$ cat src/rtl/tetris_pkg.sv
// Shared types and sizes for the tetron datapath: board geometry, offset vectors
// and the collision-checker state encoding.
package tetris_pkg;

   localparam int BOARD_W_DEF = 10;
   localparam int BOARD_H_DEF = 20;
   localparam int OFFS_W      = 5;
   localparam int COORD_W     = 5;
   // Widened signed sum so pivot + offset never wraps (range -16..46).
   localparam int SUM_W       = 7;

   typedef enum logic [1:0] {
      ST_IDLE  = 2'd0,
      ST_ISSUE = 2'd1,
      ST_DRAIN = 2'd2,
      ST_DONE  = 2'd3
   } chk_state_e;

   typedef struct packed {
      logic [OFFS_W-1:0] voff;
      logic [OFFS_W-1:0] hoff;
   } blk_offset_t;

   // Index 0 is blk1, index 3 is blk4.
   typedef blk_offset_t [3:0] offset_vec_t;

endpackage

$ cat src/rtl/tetron_cell_addr.sv
// Combinational absolute-cell calculator: pivot + signed offset, with bounds
// classification (out of board vs. above the top spawn zone).
module tetron_cell_addr
   import tetris_pkg::*;
#(
   parameter int BOARD_W = BOARD_W_DEF,
   parameter int BOARD_H = BOARD_H_DEF
) (
   input  logic [COORD_W-1:0] pivot_x,
   input  logic [COORD_W-1:0] pivot_y,
   input  blk_offset_t        offset,
   output logic [COORD_W-1:0] ax,
   output logic [COORD_W-1:0] ay,
   output logic               oob,
   output logic               above_top
);

   localparam logic signed [SUM_W-1:0] W_LIM = SUM_W'(BOARD_W);
   localparam logic signed [SUM_W-1:0] H_LIM = SUM_W'(BOARD_H);

   logic signed [SUM_W-1:0] sx;
   logic signed [SUM_W-1:0] sy;

   always_comb begin
      sx = $signed({{(SUM_W-COORD_W){1'b0}}, pivot_x})
         + $signed({{(SUM_W-OFFS_W){offset.hoff[OFFS_W-1]}}, offset.hoff});
      sy = $signed({{(SUM_W-COORD_W){1'b0}}, pivot_y})
         + $signed({{(SUM_W-OFFS_W){offset.voff[OFFS_W-1]}}, offset.voff});
      // Off the sides or below the floor collides; a horizontal violation wins
      // over the harmless above-the-top case.
      oob       = sx[SUM_W-1] || (sx >= W_LIM) || (!sy[SUM_W-1] && (sy >= H_LIM));
      above_top = !oob && sy[SUM_W-1];
      ax        = sx[COORD_W-1:0];
      ay        = sy[COORD_W-1:0];
   end

endmodule

$ cat config.mk
export PLATFORM = sky130hd
export DESIGN_NAME = tetron_cell_addr
export DESIGN_NICKNAME = d
export VERILOG_FILES = /design/src/rtl/tetris_pkg.sv /design/src/rtl/tetron_cell_addr.sv
export SDC_FILE = /design/constraint.sdc
export NUM_CORES = 1
export LEC_CHECK = 0
export BUFFER_PORTS_ARGS = -buffer_cell sky130_fd_sc_hd__buf_2
export CAP_MARGIN = 10
export CORE_AREA = 2 2 39 41
export DETAILED_ROUTE_END_ITERATION = 6
export DIE_AREA = 0 0 41 43
export PLACE_DENSITY = 0.75
export SLEW_MARGIN = 25
export SYNTH_ARGS = -nofsm -noshare
export SYNTH_HDL_FRONTEND = slang
export SYNTH_SLANG_ARGS = --single-unit
$ cat constraint.sdc
create_clock -name vclk -period 2
set_input_delay 0.1 -clock vclk [all_inputs]
set_output_delay 0.1 -clock vclk [all_outputs]
set_load 0.005 [all_outputs]
### Yosys cells after proc, flatten, opt, wreduce, memory -nomap -nowiden

Cells that the tools add are included.

| word-level totals | value |
|---|---|
| input bits | 20 |
| register bits | 0 |
| word-level logic and storage cells | 10 |
| output and inout bits | 12 |

| operators by class | value |
|---|---|
| order comparisons | 2 |
| reduce and logical (&&, ||, !) cells | 6 |
| $add $sub $neg | 2 |

Operators by type and width:

| operator | number |
|---|---|
| $add 6x5->7 | 2 |
| $ge 7x5->1 const B | 1 |
| $ge 7x6->1 const B | 1 |
| $logic_and 1x1->1 | 2 |
| $logic_not 1->1 | 2 |
| $logic_or 1x1->1 | 2 |

### Longest topological paths before layout

| depth | value |
|---|---|
| depth after elaboration | 6 |
| mapped depth | 8 |
| mapped depth without buffers | 8 |

### Least setup slack after synthesis

No wires, ideal clock.

| timing | value |
|---|---|
| kind | input -> output |
| from | input port offset[0] (netlist name) |
| to | output port above_top |
| arrival | 1837 ps |
| data required time | 1900 ps |
| path buffers | 0 |
| setup slack | 63 ps |
| stages on the path | 7 |
| cell sequence | ha_1 -> fa_1 -> a211oi_1 -> nor2_1 -> or4_4 -> a221oi_2 -> and2_1 |

| on the way | value |
|---|---|
| cells in the longest elaborated chain, start to end | 6 |

Ends and longest elaborated chain:

| element | line | text |
|---|---|---|
| start, declared | tetron_cell_addr.sv:11 | `input blk_offset_t offset,` |
| $add 6x5->7 * | tetron_cell_addr.sv:26 | `+ $signed({{(SUM_W-OFFS_W){offset.hoff[OFFS_W-1]}}, offset.hoff});` |
| $ge 7x5->1 | tetron_cell_addr.sv:31 | `oob = sx[SUM_W-1] \|\| (sx >= W_LIM) \|\| (!sy[SUM_W-1] && (sy >= H_LIM));` |
| $logic_or 1x1->1 * (2 in series) | tetron_cell_addr.sv:31 |  |
| $logic_not 1->1 * | tetron_cell_addr.sv:32 | `above_top = !oob && sy[SUM_W-1];` |
| $logic_and 1x1->1 * | tetron_cell_addr.sv:32 |  |
| end, declared | tetron_cell_addr.sv:15 | `output logic above_top` |

Mark *: on every way between the ends. The rest lies on a longest branch, timed or not.

### Worst setup path after layout

Same ends and word-level chain as after synthesis.

==> impl_metrics.yaml <==
status:
  status: "finished, violations left"
  violations: "negative setup slack"
critical_path:
  slowest_stage: "or4_4"
  critical_path_class: "primary input to output pin"
  end_kind: "output pin"
  crit_fanout: 2
  max_stage_delay_ns: 0.43
  path_buf_inv: 2
  critPathTopFamily: "simple AND/OR/NAND/NOR gates"
  worstPathCellList: "buf_6 > ha_4 > fa_2 > a211oi_2 > nor2_1 > or4_4 > a221oi_4 > and2_1 > buf_2"
  required_ns: 1.90
  startpoint_type: "primary input"
  cp_data_arrival_time_ns: 1.91
synth:
  synth_area_leaders: "ha_1, a21oi_1, xnor2_1"
  syn-num-nets: 101
  syn_inst: 67
  yosys.area.top_type: "ha_1"
  ys_types: 25
  synth_top_area_share: 0.283
  synth_warnings: 0
  netlist_area_um2: 531
  avgSynthCellArea_um2: 7.92
  yosysSeqAreaShare: 0
place:
  io_buffers: 32
  hpwl_mm: 1.13
  pre_cts_ws_ns: -0.200
  gp_congestion: 0.806
grt:
  grt_max_degree: 8
  grt_antenna_before_repair: 0
  gr-total-overflow: 0
  grt_first_pass_wirelength_mm: 1.88
  grt_usage: 0.140
  grt_pass1_vias: 527
die:
  dieArea_mm2: 0.00176
  num_io_pins: 32
  num_rows: 14
  fp.dieW_um: 41
  die_h_um: 43
  start_util: 0.383
  core_area_mm2: 0.00138
cells_and_area:
  drive_above_1_share: 0.505
  fillCellCount: 125
  final-seq-area_um2: 0
  seq_cell_count: 0
  syn2layout_area_growth_pct: 60.4
  fin_nets: 143
  diodes: 0
  fin_util: 0.615
  nClkBuffers: 0
min_path:
  worstHoldPathCells: 3
  min_to: "ay[0]"
  min_from: "pivot_y[0]"
  hold_class: "primary input to output pin"
timing:
  hold_violations: 0
  max_freq_mhz: 497
  fin_crit_ns: 2.01
  tightest_slew_ns: 0.376
  hold_ws_ns: 0.473
  finalMaxSlewViolations: 0
  layout_setup_ws_ns: -0.0140
  relSlewSlack: 0.748
  post-route-period-util: 1.01
  rsz0062_at_grt: "true"
  setup_viol: 1
routing:
  post_drt_wl_per_cell_um: 10.6
  vias_per_cell: 4.98
  ant_nets: 0
  drt-total-wl_mm: 1.31
  first_pass_iters: 2
  vias: 613
  drt-initial-drc-count: 5
  drc: 0
run:
  maxCapViolCount: 0
power_and_ir_drop:
  ir_worst_vdd_mv: 0.145
  power.leakage_uw: 0.000448
  p_per_area_mw_per_mm2: 320
clocking:
  hold_buffers: 0
[routing by layer]
| layer | track usage | vias to the layer above | part of all wire | wire [µm] |
|---|---|---|---|---|
| met4 | 0 | 0 | 0 | 0 |
| li1 | - | 329 | - | - |
| met3 | 0 | 0 | 0.020 | 26 |
| met5 | 0 | - | 0 | 0 |
| met1 | 0.171 | 276 | 0.42 | 551 |
| met2 | 0.269 | 8 | 0.56 | 731 |
[final cells by class]
| class | count | area (µm²) | area share |
|---|---|---|---|
| Inverter | 7 | 26.3 | 0.0309 |
| Tap cell | 16 | 20.0 | 0.0235 |
| Multi-Input combinational cell | 59 | 564 | 0.663 |
| Timing Repair Buffer | 41 | 240 | 0.282 |
[metrics by stage]
step	total power, µW	instance area, µm²	std cells	setup TNS, ns
2_1_floorplan	132	531	67	0
3_3_place_gp	224	758	121	-0.322
3_5_place_dp	229	758	121	-0.392
4_1_cts	240	798	122	-0.111
5_1_grt	301	851	123	-0.141
6_report	272	851	123	-0.0140
[placed cells by master, fill, tap and decap left out, types with 3 or more instances in the layout]
cell type	count
buf_2	30
ha_1	11
buf_4	9
inv_1	7
a21oi_1	7
xnor2_1	5
nor2_1	5
a21o_1	3
[logic make-up after synthesis]
group	synth area share
AOI/OAI and AO/OA	0.295
xor gates and xnor gates	0.116
adders and majority gates	0.358
buffers and inverters	0.0590
muxes	0.0189
and+or+nand+nor	0.153
[how the worst max path moves through the flow]
stage               startpoint   endpoint  slack [ns]  cells past startpoint
floorplan            offset[0]  above_top        0.06                      7
global placement     offset[0]        oob       -0.17                      9
finish               offset[0]  above_top       -0.01                      9
detailed placement   offset[0]        oob       -0.20                      9
global route         offset[0]  above_top       -0.09                      9
CTS                  offset[5]        oob       -0.06                     10
[cell usage after synthesis]
| cell type | number |
|---|---|
| and4b_4 | 1 |
| ha_1 | 12 |
| nand3_1 | 1 |
| nand2b_1 | 2 |
| and2_1 | 1 |
| o21ai_0 | 3 |
| o221ai_1 | 1 |
| o32ai_1 | 1 |
| xor2_1 | 2 |
| o21bai_1 | 1 |
| or4_4 | 1 |
| nand2_1 | 2 |
| a21o_1 | 3 |
| nor2_1 | 5 |
| xnor2_1 | 5 |
| a221oi_2 | 1 |
| buf_2 | 1 |
| mux2i_1 | 1 |
| a211oi_1 | 2 |
| a2111oi_0 | 1 |
| inv_1 | 7 |
| fa_1 | 2 |
| or2_2 | 1 |
| a21oi_1 | 9 |
| o211a_1 | 1 |
[report_power, final]
| group | switching, µW | total [µW] | internal [µW] |
|---|---|---|---|
| registers | 0 | 0 | 0 |
| logic | 127 | 272 | 145 |
| clock network | 0 | 0 | 0 |
| total | 127 | 272 | 145 |
[timing repair]
action / CTS / global route
setup buffers: 1 / 1
setup endpoints to repair: 2 / 2
gates resized for setup: 7 / 9
pin swaps: 5 / 5
Power figures use the tool's default switching activity.
